`src/rtl/softmax_normalizer.sv`:
```
// Softmax normalizer: final stage of the softmax pipeline.
// Buffers one vector of float32 exponentials, captures the float32 reciprocal
// of their sum, then streams out exp(x_i) * (1/sum) in arrival order.
//
// Ports:
//   clk, areset             clock and asynchronous active-high reset
//   in_valid/in_ready       element handshake; in_data float32, in_last ends vector
//   recip_valid/recip_data  one-cycle pulse carrying float32 1/sum
//   out_valid/out_ready     result handshake; out_data float32, out_last ends vector
//   err_len                 sticky: vector reached DEPTH elements without in_last
//   err_recip               sticky: reciprocal pulse arrived while draining
module softmax_normalizer #(
  parameter int unsigned DEPTH = 16,
  parameter int unsigned AW    = 4
) (
  input  logic        clk,
  input  logic        areset,
  input  logic        in_valid,
  output logic        in_ready,
  input  logic [31:0] in_data,
  input  logic        in_last,
  input  logic        recip_valid,
  input  logic [31:0] recip_data,
  output logic        out_valid,
  input  logic        out_ready,
  output logic [31:0] out_data,
  output logic        out_last,
  output logic        err_len,
  output logic        err_recip
);

  typedef enum logic [1:0] {StFill, StWaitRecip, StDrain} state_e;

  localparam logic [AW-1:0] LastAddr = AW'(DEPTH - 1);

  state_e        state_q, state_d;
  logic [31:0]   mem_q [DEPTH];
  logic [AW-1:0] wr_ptr_q;
  logic [AW:0]   rd_ptr_q, count_q;
  logic [31:0]   recip_q;
  logic          recip_held_q;
  logic          out_valid_q, out_last_q;
  logic [31:0]   out_data_q;
  logic          err_len_q, err_recip_q;
  logic          accept, issue, last_done;
  logic [31:0]   prod;

  // float32 multiply: denormals flush to zero, RNE rounding, no denormal results.
  function automatic logic [31:0] fmul(input logic [31:0] a, input logic [31:0] b);
    logic               s, a_nan, b_nan, a_inf, b_inf, a_zero, b_zero, rnd;
    logic [47:0]        p;
    logic [22:0]        m;
    logic [23:0]        mr;
    logic               g, st;
    logic signed [9:0]  e;
    s      = a[31] ^ b[31];
    a_nan  = (a[30:23] == 8'hFF) && (a[22:0] != 23'd0);
    b_nan  = (b[30:23] == 8'hFF) && (b[22:0] != 23'd0);
    a_inf  = (a[30:23] == 8'hFF) && (a[22:0] == 23'd0);
    b_inf  = (b[30:23] == 8'hFF) && (b[22:0] == 23'd0);
    a_zero = (a[30:23] == 8'h00);
    b_zero = (b[30:23] == 8'h00);
    p      = {24'd0, 1'b1, a[22:0]} * {24'd0, 1'b1, b[22:0]};
    e      = $signed({2'b00, a[30:23]}) + $signed({2'b00, b[30:23]}) - 10'sd127;
    if (p[47]) begin
      m  = p[46:24];
      g  = p[23];
      st = |p[22:0];
      e  = e + 10'sd1;
    end else begin
      m  = p[45:23];
      g  = p[22];
      st = |p[21:0];
    end
    rnd = g && (st || m[0]);
    mr  = {1'b0, m} + {23'd0, rnd};
    // Carry out of rounding leaves an all-zero fraction; only the exponent moves.
    if (mr[23]) e = e + 10'sd1;
    if (a_nan || b_nan || (a_inf && b_zero) || (b_inf && a_zero)) begin
      fmul = 32'h7FC0_0000;
    end else if (a_inf || b_inf) begin
      fmul = {s, 8'hFF, 23'd0};
    end else if (a_zero || b_zero) begin
      fmul = {s, 31'd0};
    end else if (e >= 10'sd255) begin
      fmul = {s, 8'hFF, 23'd0};
    end else if (e <= 10'sd0) begin
      fmul = {s, 31'd0};
    end else begin
      fmul = {s, e[7:0], mr[22:0]};
    end
  endfunction

  assign prod = fmul(mem_q[rd_ptr_q[AW-1:0]], recip_q);

  always_comb begin
    state_d   = state_q;
    in_ready  = 1'b0;
    accept    = 1'b0;
    issue     = 1'b0;
    last_done = 1'b0;
    unique case (state_q)
      StFill: begin
        in_ready = 1'b1;
        accept   = in_valid;
        if (accept && (in_last || wr_ptr_q == LastAddr)) state_d = StWaitRecip;
      end
      StWaitRecip: begin
        if (recip_held_q || recip_valid) state_d = StDrain;
      end
      StDrain: begin
        issue     = (rd_ptr_q < count_q) && (!out_valid_q || out_ready);
        last_done = out_valid_q && out_ready && out_last_q;
        if (last_done) state_d = StFill;
      end
      default: state_d = StFill;
    endcase
  end

  always_ff @(posedge clk or posedge areset) begin
    if (areset) state_q <= StFill;
    else        state_q <= state_d;
  end

  // Buffer contents are don't-care after reset.
  always_ff @(posedge clk) begin
    if (accept) mem_q[wr_ptr_q] <= in_data;
  end

  always_ff @(posedge clk or posedge areset) begin
    if (areset) begin
      wr_ptr_q     <= '0;
      rd_ptr_q     <= '0;
      count_q      <= '0;
      recip_q      <= '0;
      recip_held_q <= 1'b0;
      out_valid_q  <= 1'b0;
      out_last_q   <= 1'b0;
      out_data_q   <= '0;
      err_len_q    <= 1'b0;
      err_recip_q  <= 1'b0;
    end else begin
      if (accept) begin
        wr_ptr_q <= wr_ptr_q + AW'(1);
        if (state_d == StWaitRecip) begin
          count_q <= {1'b0, wr_ptr_q} + (AW + 1)'(1);
          // Closing without in_last can only mean the buffer filled up.
          if (!in_last) err_len_q <= 1'b1;
        end
      end
      if (recip_valid) begin
        if (state_q == StDrain) begin
          err_recip_q <= 1'b1;
        end else begin
          recip_q      <= recip_data;
          recip_held_q <= 1'b1;
        end
      end
      if (issue) begin
        out_data_q  <= prod;
        out_last_q  <= (rd_ptr_q == count_q - (AW + 1)'(1));
        out_valid_q <= 1'b1;
        rd_ptr_q    <= rd_ptr_q + (AW + 1)'(1);
      end else if (out_valid_q && out_ready) begin
        out_valid_q <= 1'b0;
      end
      if (last_done) begin
        wr_ptr_q     <= '0;
        rd_ptr_q     <= '0;
        recip_held_q <= 1'b0;
      end
    end
  end

  assign out_valid = out_valid_q;
  assign out_data  = out_data_q;
  assign out_last  = out_last_q;
  assign err_len   = err_len_q;
  assign err_recip = err_recip_q;

endmodule
```
`config.mk`:
```
export PLATFORM = sky130hd
export DESIGN_NAME = softmax_normalizer
export DESIGN_NICKNAME = d
export VERILOG_FILES = /design/src/rtl/softmax_normalizer.sv
export SDC_FILE = /design/constraint.sdc
export NUM_CORES = 2
export LEC_CHECK = 0
export ABC_AREA = 0
export BUFFER_PORTS_ARGS = -buffer_cell sky130_fd_sc_hd__buf_2
export CAP_MARGIN = 0
export CORE_AREA = 3 3 406 288
export CTS_CLUSTER_SIZE = 12
export DETAILED_ROUTE_END_ITERATION = 8
export DIE_AREA = 0 0 409 291
export HOLD_SLACK_MARGIN = 0.02
export PLACE_DENSITY = 0.54
export SYNTH_ARGS = -nofsm -noshare
export SYNTH_HDL_FRONTEND = slang
export SYNTH_SLANG_ARGS = --single-unit
```
`constraint.sdc`:
```
create_clock -name clk -period 14.4 [get_ports clk]
set_input_delay 2.88 -clock clk [delete_from_list [all_inputs] [get_ports clk]]
set_output_delay 2.88 -clock clk [all_outputs]
set_load 0.005 [all_outputs]
```
After elaboration in Yosys (flattened, before gate mapping)
Memories as Yosys holds them, arrays and structs flattened.
Index checks and enable logic that the tools add are counted.
- register bits after elaboration: 85
- RAM bits: 512
- bits of input ports: 70
- output and inout bits: 37
- logic and storage cells: 104
- memories kept: 1
- memory list (name ; words ; bits a word ; rd ports ; clocked after memory_dff ; write ports ; line ; RTL):
    mem_q ; 16 ; 32 ; 1 ; 0 ; 1 ; 37 ; logic [31:0] mem_q [DEPTH];
- add/subtract/negate cells: 9
- $mul: 1
- order comparisons: 3
- equal/unequal tests: 8
- mux-type cells: 29
- bitwise gates (word level): 3
- reductions and logical operators: 39
- operators with widths (kind ; number):
    $mux 31 ; 4
    $mul 24x24->48 ; 1
    $logic_not 23->1 ; 2
    $reduce_bool 23->1 ; 2
    $mux 32 ; 1
    $add 23x1->24 ; 1
    $mux 23 ; 1
    $reduce_or 23->1 ; 1
    $reduce_or 22->1 ; 1
    $add 10x2->10 const B ; 2
    $mux 10 ; 2
    $eq 8x8->1 const B ; 2
    $logic_not 8->1 ; 2
    $mux 1 ; 13
    $logic_and 1x1->1 ; 11
    $ge 10x9->1 const B ; 1
    $le 10x1->1 const B ; 1
    $mux 5 ; 2
    $sub 9x7->10 const B ; 1
    $add 8x8->9 ; 1
    $logic_or 1x1->1 ; 9
    $mux 4 ; 2
    $reduce_and 2->1 ; 4
    $reduce_bool 2->1 ; 4
    other kinds (17) ; 21

Longest topological paths before layout
An unclocked memory read counts as a cell.
- depth in word-level cells: 14
- gate-level depth with buffers: 49
- mapped depth without buffers: 39

Worst setup path before layout
No wires, ideal clock.
- path kind: flip-flop to flip-flop
- start point: reg rd_ptr_q[0]
- end point: reg out_data_q[22], in the netlist out_data[22]
- setup time: 0.087 ns
- arrival: 10.870 ns
- data required time: 14.313 ns
- path slack: 3.444 ns
- cell stages (with the launch flop): 44
- path buffers: 9
- clock period less this slack: 10.956 ns
- path through: dfrtp_1 > clkbuf_1 > buf_2 > buf_2 > buf_1 > mux4_2 > a211oi_1 > a31oi_1 > clkbuf_1 > and2_1 > fa_1 > fa_1 > inv_1 > fa_1 > inv_1 > fa_1 > inv_1 > fa_1 > (+8 left out) > o21ai_1 > a22oi_2 > nand3_1 > o21a_1 > o211ai_1 > buf_2 > buf_2 > clkbuf_1 > nand2_1 > a21boi_0 > ha_1 > and4_1 > o21ai_1 > or4_4 > a211oi_2 > a211o_1 > a41oi_1 > a211oi_2
- longest elaborated chain between the ends: 14
- elaborated cells between the ends (all ways): 39
- classes of those cells: add/sub: 5; mul: 1; order compare: 3; eq/ne: 1; mux: 11; reduce/logical: 17; memory: 1
- RTL lines (element ; line ; RTL):
    start, declared ; 39 ; logic [AW:0] rd_ptr_q, count_q;
    start signal, assigned ; 163 ; rd_ptr_q <= rd_ptr_q + (AW + 1)'(1);
    $mem_v2 16x32 ; n/a ;
    $mul 24x24->48 ; 63 ; p = {24'd0, 1'b1, a[22:0]} * {24'd0, 1'b1, b[22:0]};
    $reduce_or 23->1 / $reduce_or 22->1 (equally long branches) ; 68, 73 ;
    $mux 1 ; 65 ; if (p[47]) begin
    $logic_or 1x1->1 ; 75 ; rnd = g && (st || m[0]);
    $logic_and 1x1->1 ; 75 ;
    $add 23x1->24 ; 76 ; mr = {1'b0, m} + {23'd0, rnd};
    $mux 10 ; 78 ; if (mr[23]) e = e + 10'sd1;
    $le 10x1->1 ; 87 ; end else if (e <= 10'sd0) begin
    $mux 31 ; 87 ;
    $mux 31 ; 85 ; end else if (e >= 10'sd255) begin
    $mux 31 ; 83 ; end else if (a_zero || b_zero) begin
    $mux 31 ; 81 ; end else if (a_inf || b_inf) begin
    $mux 32 ; 79 ; if (a_nan || b_nan || (a_inf && b_zero) || (b_inf && a_zero)) begin
    end signal, assigned ; 160 ; out_data_q <= prod;
    end, declared ; 43 ; logic [31:0] out_data_q;
Parallel ways exist; a longest one is shown, timed or not.
A chain may end at the register's enable or synchronous reset.

Worst setup path after layout
- start point: reg rd_ptr_q[0]
- end point: reg out_data_q[13], in the netlist out_data[13]
Same word-level chain as after synthesis.

==> out/qor.yml <==
synthXorXnorAreaFrac_pct: 1.86
clk_latency_ps: 690
ys_seq_area_share_pct: 38.7
drt_pass1_iterations: 8
r2r_cells: 33
worst-path-buf-inv: 7
placed_cells: 5303
cts_root_buffer: "clkbuf_16"
critPathLaunchType: "register"
slew_headroom_pct: 15.8
dpl.hpwl_um: 87400
max_stage_delay_ps: 810
grt-ovfl-total: 0
via_per_inst: 5.33
syn-num-nets: 4544
fp.dieW_um: 409
crit_top_cell: "fa_1"
synthAdderAreaFrac_pct: 27.0
status: "completed"
cp.required_ps: 14920
cts_made_buffers: 60
cts.sinks: 597
routedWlPerCell_um: 23.2
cts_max_path_buffers: 3
synth_compound_area_share_pct: 5.40
min_period_ps: 11980
path_delay_family: "adder cells"
coreArea_um2: 113000
fmax_mhz: 83.4
ant_nets: 0
holdPathStages: 2
setup_viol: 0
drive_gt1_share_pct: 13.8
grt_usage_pct: 21.3
rsz0062_at_grt: "false"
synth.avg_cell_area_um2: 11.9
synthFlopType: "edfxtp_1"
hold_end: "out_data[6]"
antenna_found_initial: 3
crit_type: "register to register"
worstReg2RegStart: "rd_ptr_q[0]"
synth.area.mux_share_pct: 8.29
gp_congestion: 0.853
cts_tree: "yes"
wl_um: 125000
hold_path_startpoint: "out_data[6]"
synth_cell_type_count: 104
area_growth_pct: 9.39
fin_skew_ps: 78.0
start_util_pct: 40.1
fin_nets: 4598
instances_no_fill: 5396
r2r-end: "out_data[13]"
fillers: 10500
holdWs_ps: 482
worst_pin_slew_ps: 1260
vias: 28800
ctsHoldBuffers: 0
synth_top_family_by_area: "adder cells"
cp.arrival_ps: 12510
crit_path_end_kind: "register"
r2r_slack_ps: 2420
num_rows: 103
ctsResizeCount: 0
hp-class: "register to register"
synthArstFlopShare_pct: 14.2
yosysWarnings: 0
drcViolationCount: 0
finalHoldViolCount: 0
first_global_vias: 29700
synth_simple_gate_area_share_pct: 11.8
die_area_um2: 119000
port_buffers: 106
setup_tns_ps: 0
grt_max_degree: 51
mappedNetlistArea_um2: 45200
ys_ff_latch: 597
drt_iter0_markers: 2433
post_cts_buffers: 0
synth_edf_count: 512
fin_crit_sh_pct: 83.2
worstPathMaxFanout: 28
grt_pass1_wl_um: 193000
drv_cap: 0
startpoint: "rd_ptr_q[0]"
cts.clk_slew.worst_paths_ps: 60
htreeDepth: 2
die_h_um: 291
drv_slew: 0
slowest_stage: "o211ai_4"
ios: 107
synth_cells: 3789
-- area by class of cell --
class	count	area, um2	share of cell area [%]
diodes	1	2.50	0.00506
clock buffers	78	1590	3.22
flip-flops and latches	597	17500	35.4
well taps	1522	1900	3.85
clock inverters	14	205	0.415
inverters	618	2320	4.70
multi-input cells	2387	24800	50.2
repair buffers	179	1090	2.21
-- worst max path at each step --
stage / to / slack [ps] / cells past startpoint
2_1_floorplan: out_data[22] / 3440 / 43
3_3_place_gp: out_data[14] / 2530 / 40
3_5_place_dp: out_data[13] / 2460 / 36
4_1_cts: out_data[22] / 2380 / 33
5_1_grt: out_data[13] / 1620 / 32
6_report: out_data[13] / 2420 / 33
-- kinds of logic (layout without fill, tap and decap cells) --
group	after synthesis	after routing
adder cells (fa/ha/maj)	685	685
multiplexers	197	197
AO/OA/AOI/OAI	340	340
other	0	1
flip-flops	597	597
buffers and inverters	805	889
XOR/XNOR	94	94
AND/OR/NAND/NOR	1071	1071
-- placed cells by master, fill, tap and decap left out, types with 17 or more instances in the layout --
cell type / Yosys / final
mux2_2: 34 / 34
nor3_1: 31 / 27
xnor2_1: 52 / 52
ha_1: 202 / 202
clkbuf_16: 0 / 61
mux4_2: 138 / 138
fa_1: 483 / 483
and2_1: 246 / 246
a211oi_1: 20 / 20
buf_2: 28 / 106
nand4_1: 29 / 29
buf_4: 1 / 72
dfrtp_1: 85 / 81
nor4_1: 23 / 23
nor2b_1: 21 / 21
nor2_1: 149 / 137
clkbuf_1: 132 / 17
xor2_1: 40 / 40
o31ai_2: 19 / 19
a21oi_1: 76 / 76
mux2i_1: 24 / 24
nand3_1: 30 / 30
o21ai_0: 67 / 58
nand2_1: 455 / 454
edfxtp_1: 512 / 512
inv_1: 615 / 614
-- tightest hold or removal path, stage by stage (launching register included) --
cell and delay, ps:
dfrtp_1 340, nand2_1 60, o41ai_2 40
-- state kept, by name, summed over array words and instances (netlist names) --
register / count
mem_q: 512
out_data: 32
recip_q: 32
count_q: 5
rd_ptr_q: 5
wr_ptr_q: 4
state_q: 2
err_len: 1
err_recip: 1
out_last: 1
out_valid: 1
recip_held_q: 1
-- layer usage --
metal	GRT usage [%]	wire, um	vias to the layer above
met5	0	0	-
met2	30.2	51900	1010
li1	-	-	12800
met1	34.2	61700	14900
met4	3.09	1750	0
met3	4.21	10000	107
-- synthesized netlist by cell type, drive strengths merged, types with 15 or more instances --
master / instances / area (um2)
buf: 55 / 308
and3: 19 / 134
nor2b: 21 / 131
dfrtp: 85 / 2130
nor2: 151 / 572
clkbuf: 132 / 495
a211oi: 23 / 188
nor4: 29 / 254
edfxtp: 512 / 15400
a31oi: 22 / 153
nand2: 456 / 1710
xor2: 41 / 367
nand4: 29 / 181
ha: 202 / 2530
mux4: 138 / 3110
mux2i: 25 / 254
xnor2: 53 / 472
nand3: 31 / 160
o21ai: 76 / 384
o211ai: 16 / 144
o31ai: 22 / 260
mux2: 34 / 383
and2: 247 / 1550
a21oi: 79 / 414
fa: 483 / 9670
inv: 617 / 2320
a21o: 15 / 113
nor3: 33 / 181
-- stage by stage --
stage | instance area [um2] | util [%] | worst slack (ps)
final | 49400 | 43.8 | 2420
after global placement | 47600 | 42.2 | 2530
after CTS | 49400 | 43.8 | 2380
after floorplan | 45200 | - | 3440
after detailed placement | 47600 | 42.2 | 2460
after global routing | 49400 | 43.8 | 1620
Power is left out: the tool's default activity adds up to more than one toggle a clock period on the data nets, which glitch-free logic cannot reach.
